--- src/rtl/shift_seq_if.sv ---
// Command channel between a producer and the shift sequencer.
interface shift_seq_if #(
  parameter int unsigned WIDTH = 8,
  parameter int unsigned CNT_W = 4
) ();
  logic             cmd_valid;
  logic             cmd_ready;
  logic [1:0]       cmd_op;
  logic [CNT_W-1:0] cmd_amt;
  logic [WIDTH-1:0] cmd_data;
  logic             cmd_fill;

  modport master (
    output cmd_valid, cmd_op, cmd_amt, cmd_data, cmd_fill,
    input  cmd_ready
  );

  modport slave (
    input  cmd_valid, cmd_op, cmd_amt, cmd_data, cmd_fill,
    output cmd_ready
  );
endinterface

--- src/rtl/shift_seq.sv ---
// Command sequencer driving a chain of WIDTH 1-bit shifter cells (select, parallel
// data and end-of-chain serial bits). One command per handshake, done pulse at end.
module shift_seq #(
  parameter int unsigned WIDTH = 8,
  parameter int unsigned CNT_W = 4
) (
  input  logic             clk,
  input  logic             rst_n,
  shift_seq_if.slave       cmd,
  input  logic [WIDTH-1:0] q_in,
  output logic [1:0]       s,
  output logic [WIDTH-1:0] par_out,
  output logic             ser_r,
  output logic             ser_l,
  output logic             busy,
  output logic             done
);

  localparam logic [1:0] OpLoad = 2'b00;
  localparam logic [1:0] OpShr  = 2'b01;
  localparam logic [1:0] OpShl  = 2'b10;
  localparam logic [1:0] OpRor  = 2'b11;

  localparam logic [1:0] SelHold  = 2'b00;
  localparam logic [1:0] SelLoad  = 2'b01;
  localparam logic [1:0] SelRight = 2'b10;
  localparam logic [1:0] SelLeft  = 2'b11;

  localparam logic [CNT_W-1:0] WidthC = CNT_W'(WIDTH);
  localparam logic [CNT_W-1:0] OneC   = CNT_W'(1);

  typedef enum logic [1:0] {StIdle, StLoad, StShift, StDone} state_e;

  state_e           state_q, state_d;
  logic [CNT_W-1:0] cnt_q, cnt_d;
  logic [1:0]       op_q, op_d;
  logic             fill_q, fill_d;
  logic [1:0]       s_q, s_d;
  logic [WIDTH-1:0] par_q, par_d;
  logic             done_q, done_d;
  logic             accept;
  logic [CNT_W-1:0] amt_sat;

  assign cmd.cmd_ready = rst_n & (state_q == StIdle);
  assign accept        = cmd.cmd_valid & cmd.cmd_ready;
  // Shifting more than WIDTH places is never useful; ROR by WIDTH is identity.
  assign amt_sat       = (cmd.cmd_amt > WidthC) ? WidthC : cmd.cmd_amt;

  // Next-state, counter, latched command fields and registered chain controls.
  always_comb begin
    state_d = state_q;
    cnt_d   = cnt_q;
    op_d    = op_q;
    fill_d  = fill_q;
    par_d   = '0;
    unique case (state_q)
      StIdle: begin
        if (accept) begin
          op_d   = cmd.cmd_op;
          fill_d = cmd.cmd_fill;
          if (cmd.cmd_op == OpLoad) begin
            state_d = StLoad;
            cnt_d   = '0;
            par_d   = cmd.cmd_data;
          end else begin
            cnt_d   = amt_sat;
            state_d = (amt_sat == '0) ? StDone : StShift;
          end
        end
      end
      StLoad:  state_d = StDone;
      StShift: begin
        cnt_d = cnt_q - OneC;
        if (cnt_q <= OneC) state_d = StDone;
      end
      StDone:  state_d = StIdle;
      default: state_d = StIdle;
    endcase

    // Select follows the state being entered so it is valid for that whole cycle.
    s_d = SelHold;
    if (state_d == StLoad) begin
      s_d = SelLoad;
    end else if (state_d == StShift) begin
      s_d = (op_d == OpShl) ? SelLeft : SelRight;
    end
    done_d = (state_d == StDone);
  end

  // State and output registers with synchronous active-low reset.
  always_ff @(posedge clk) begin
    if (!rst_n) begin
      state_q <= StIdle;
      cnt_q   <= '0;
      op_q    <= OpLoad;
      fill_q  <= 1'b0;
      s_q     <= SelHold;
      par_q   <= '0;
      done_q  <= 1'b0;
    end else begin
      state_q <= state_d;
      cnt_q   <= cnt_d;
      op_q    <= op_d;
      fill_q  <= fill_d;
      s_q     <= s_d;
      par_q   <= par_d;
      done_q  <= done_d;
    end
  end

  assign s       = s_q;
  assign par_out = par_q;
  assign done    = done_q;
  assign busy    = (state_q != StIdle);
  // Rotate feeds the LSB back into the MSB cell; plain shifts inject the fill bit.
  assign ser_r   = (op_q == OpRor) ? q_in[0] : ((op_q == OpShr) ? fill_q : 1'b0);
  assign ser_l   = (op_q == OpShl) ? fill_q : 1'b0;

endmodule

--- src/flat_wrapper.sv ---
// flat-port wrapper written by rule: the top's interface ports become plain ports
module shift_seq_flat 
#(
  parameter int unsigned WIDTH = 8,
  parameter int unsigned CNT_W = 4
)
  (clk, rst_n, q_in, s, par_out, ser_r, ser_l, busy, done, cmd_cmd_valid, cmd_cmd_op, cmd_cmd_amt, cmd_cmd_data, cmd_cmd_fill, cmd_cmd_ready);
  shift_seq_if #(.WIDTH(WIDTH), .CNT_W(CNT_W)) cmd_i ();
  input  logic clk;
  input  logic rst_n;
  input  logic [WIDTH-1:0] q_in;
  output logic [1:0] s;
  output logic [WIDTH-1:0] par_out;
  output logic ser_r;
  output logic ser_l;
  output logic busy;
  output logic done;
  input wire logic [$bits(cmd_i.cmd_valid)-1:0] cmd_cmd_valid;
  input wire logic [$bits(cmd_i.cmd_op)-1:0] cmd_cmd_op;
  input wire logic [$bits(cmd_i.cmd_amt)-1:0] cmd_cmd_amt;
  input wire logic [$bits(cmd_i.cmd_data)-1:0] cmd_cmd_data;
  input wire logic [$bits(cmd_i.cmd_fill)-1:0] cmd_cmd_fill;
  output wire logic [$bits(cmd_i.cmd_ready)-1:0] cmd_cmd_ready;
  assign cmd_i.cmd_valid = cmd_cmd_valid;
  assign cmd_i.cmd_op = cmd_cmd_op;
  assign cmd_i.cmd_amt = cmd_cmd_amt;
  assign cmd_i.cmd_data = cmd_cmd_data;
  assign cmd_i.cmd_fill = cmd_cmd_fill;
  assign cmd_cmd_ready = cmd_i.cmd_ready;
  shift_seq #(.WIDTH(WIDTH), .CNT_W(CNT_W)) u_core (.clk(clk), .rst_n(rst_n), .cmd(cmd_i), .q_in(q_in), .s(s), .par_out(par_out), .ser_r(ser_r), .ser_l(ser_l), .busy(busy), .done(done));
endmodule
--- config.mk ---
export PLATFORM = sky130hd
export DESIGN_NAME = shift_seq_flat
export DESIGN_NICKNAME = d
export VERILOG_FILES = /design/src/rtl/shift_seq_if.sv /design/src/rtl/shift_seq.sv /design/src/flat_wrapper.sv
export SDC_FILE = /design/constraint.sdc
export NUM_CORES = 1
export LEC_CHECK = 0
export CELL_PAD_IN_SITES_DETAIL_PLACEMENT = 0
export CELL_PAD_IN_SITES_GLOBAL_PLACEMENT = 1
export CORE_ASPECT_RATIO = 0.6
export CORE_UTILIZATION = 29
export DETAILED_ROUTE_END_ITERATION = 10
export PLACE_DENSITY = 0.73
export SYNTH_ARGS = -nofsm -noshare
export SYNTH_HDL_FRONTEND = slang
export SYNTH_SLANG_ARGS = --single-unit
--- constraint.sdc ---
create_clock -name clk -period 1.85 [get_ports clk]
set_clock_uncertainty 0.05 [all_clocks]
set_input_delay 0.37 -clock clk [delete_from_list [all_inputs] [get_ports clk]]
set_output_delay 0.37 -clock clk [all_outputs]
set_load 0.02 [all_outputs]
==> results.md <==
* Core Util, Final at 49.8%
* Placed Area at 1400 µm²
* First-pass GRT wire length at 3410 µm
* Post-CTS Hold Fix Bufs at 0
* Pwr/cell area at 1240 nW/µm²
* Synth Area in Simple Gates at 24.4%
* Leakage at 0.638 nW
* Number of synthesized register bits at 20
* Slew @ Worst Pin at 371 ps
* Clock buffer depth at 2
* Share of the synthesized area in the top cell type at 43.2%
* Mux cell area share after synthesis at 4.32%
* Arrival time worst endpoint at 1320 ps
* Max Freq at 0.573 GHz
* DIE HEIGHT at 45.8 µm
* Status: completed
* DR pass1 iterations at 4
* WHS Path Cells at 2
* EDFF count, synth at 0
* Gr usage total at 13.5%
* Sw frac at 36.2%
* Setup Viol. Count Final at 0
* Synthesized area per cell at 9.56 µm²
* Synth Area in Compound Gates at 14.2%
* Fin crit share at 94.3%
* Most numerous cell in the Yosys netlist: dfxtp_1
* Setup crit start kind: flip-flop
* Worst-Skew Late Latency at 250 ps
* I/O Buffers at 33
* Clock root buffer: clkbuf_8
* Post-route setup TNS at 0 ps
* Cell variety after synth at 33
* Kind of critical path: flip-flop to primary output
* RSZ-0062 raised after global routing: false
* Initial antenna violation count at 0
* Synth Area in Adders at 8.10%
* Rows at 15
* Critical register-to-register path startpoint: u_core.cnt_q[0]$_SDFFE_PN0P_
* Worst reg2reg endpoint: u_core.done$_SDFF_PN0_
* Post-synthesis sequential area ratio at 43.2%
* Fin nets at 179
* Core Region at 2950 µm²
* Clk slew on worst S/H paths at 70 ps
* DRC at 0
* RD Place Congestion at 0.765
* CP required at 1430 ps
* DP Cell Count at 184
* Clock share of power at 17.6%
* Hold Slack at 448 ps
* Post-DRT Antenna Nets at 0
* Reg2Reg Depth at 7
* WL/cell at 11.6 µm
* Largest net degree at the start of global routing at 12
* Tmin final at 1740 ps
* Final wirelength at 2190 µm
* CTS tree: done
* WHS Endpoint: u_core.fill_q$_SDFFE_PN0P_
* # Post-CTS Setup Buffers at 0
* Tot Pwr at 1.82 mW
* Syn Nets at 129
* Peak supply drop at 0.483 mV
* Max-slew violations at 0
* Max-cap violations at 0
* NetSw at 0.660 mW
* Reg-to-reg slack, setup at 130 ps
* CP endpoint kind: primary output
* Final Hold Viols at 0
* Worst Path Max Fanout at 3
* Die ar. at 3430 µm²
* Post-synthesis cell area at 927 µm²
* Synth area leader: dfxtp_1
* Yosys warns at 0
* CP startpoint: u_core.state_q[1]$_SDFF_PN0_
* Post-route cell area at 1470 µm²
* Final WS setup at 105 ps
* Clock sink total at 20
* Setup Slack @ Placement at -187 ps
* Synth top area cells: dfxtp_1 (43%), ha_1 (8.1%), and2_1 (5.4%), nor2_1 (4.5%), mux2i_1 (4.3%)
* XOR/XNOR share of the synthesized area at 0.945%
* H-Tree Depth at 1
* I/O Pins at 41
* Fin cells at 188
* Top_reg_cell synth: dfxtp_1
* DPL Wire Length at 1770 µm
* Min-delay worst type: flip-flop to flip-flop
* Initial core utilization at 31.5%
* Layout cells sized above 1 at 18.5%
* Via count at 807
* Fillers at 301
* Commonest cells in the netlist: dfxtp_1 (20), nor2_1 (11), inv_1 (9)
* Max transition margin at 75.1%
* GRT overflow at 0
* Hold Crit Start: u_core.fill_q$_SDFFE_PN0P_
* Combinational fraction of design power at 51.2%
* Synth Instances at 97
* Largest family of logic cells by synthesized area: simple AND/OR/NAND/NOR gates
* Via density at 4.29
* Chip width at 75.0 µm
* Iter 0 DRT Violations at 21
* Cell Int Power at 1.16 mW
* Area Overhead vs Synth at 58.2%
* Vias in the first global route at 758
* # diodes at 0
* Total CTS buffers at 3
* Fraction of registers with async set/reset at 0%
* Sequential power share at 31.2%
kinds of logic (layout without fill, tap and decap cells):
| family | Yosys count | after routing |
|---|---|---|
| AOI/OAI and AO/OA | 18 | 18 |
| xor gates and xnor gates | 1 | 1 |
| muxes | 4 | 4 |
| DFF | 20 | 20 |
| buffers and inverters | 10 | 59 |
| and+or+nand+nor | 38 | 38 |
| adders and majority gates | 6 | 6 |
sequential cells by signal (all words and copies together) (netlist names):
register / cells
u_core.cnt_q: 4
u_core.done: 1
u_core.fill_q: 1
u_core.op_q: 2
u_core.par_out: 8
u_core.s: 2
u_core.state_q: 2
how the worst max path moves through the flow:
stage | endpoint | slack (ps) | depth (start not counted)
finish | cmd_cmd_ready | 110 | 5
global route | cmd_cmd_ready | 10 | 5
detailed placement | cmd_cmd_ready | -190 | 4
CTS | ser_l | 10 | 2
floorplan | u_core.done$_SDFF_PN0_ | 240 | 8
global placement | cmd_cmd_ready | -190 | 4
routing by layer:
metal / part of all wire [%] / global-route usage, % / up-vias
met5: 0 / 0 / -
met4: 0 / 2.26 / 0
met3: 2.9 / 3.98 / 0
met2: 41 / 19.5 / 11
met1: 56 / 20.0 / 365
li1: - / - / 431
cell type report:
class                      count  area (µm²)  area share, %
clock buffer                   4        55.1           3.75
inverter                       9        33.8           2.30
timing repair buffer          46         428           29.2
multi-input combinational     67         497           33.9
sequential                    20         400           27.3
tap                           42        52.6           3.58
power by group through the flow:
stage / Sequential (mW) / Clock [mW] / Combinational (mW)
final: 0.569 / 0.320 / 0.933
after global routing: 0.579 / 0.345 / 1.03
after CTS: 0.569 / 0.336 / 0.916
after detailed placement: 0.578 / 0 / 0.929
after global placement: 0.575 / 0 / 0.919
after floorplan: 0.608 / 0 / 0.557
cells in the final DEF (no fill, tap or decap), types with 2 or more instances in the layout:
cell type        Yosys  routed
dfxtp_1             20      20
o21ai_0              5       5
and2_1               8       8
nand3_1              2       2
a211oi_1             2       2
nor2b_1              2       2
and3_2               2       2
a22oi_1              3       3
inv_1                9       9
nor2_1              11      11
nand2_1              2       2
mux2i_1              4       4
dlygate4sd2_1        0       2
buf_4                0      13
nor3_2               1       2
clkdlybuf4s50_1      0      29
ha_1                 6       5
clkbuf_8             0       4
repair_timing:
item / in CTS / in global routing
resized for setup: 3 / 5
setup endpoints to repair: 3 / 5
pin swaps: 0 / 1
critical path, stage by stage (launching register included):
cell,delay [ps]
dfxtp_1,340
inv_1,100
ha_1,180
inv_1,60
nor2_1,90
clkdlybuf4s15_1,300
Note: power is estimated with default switching activity, not from simulation.
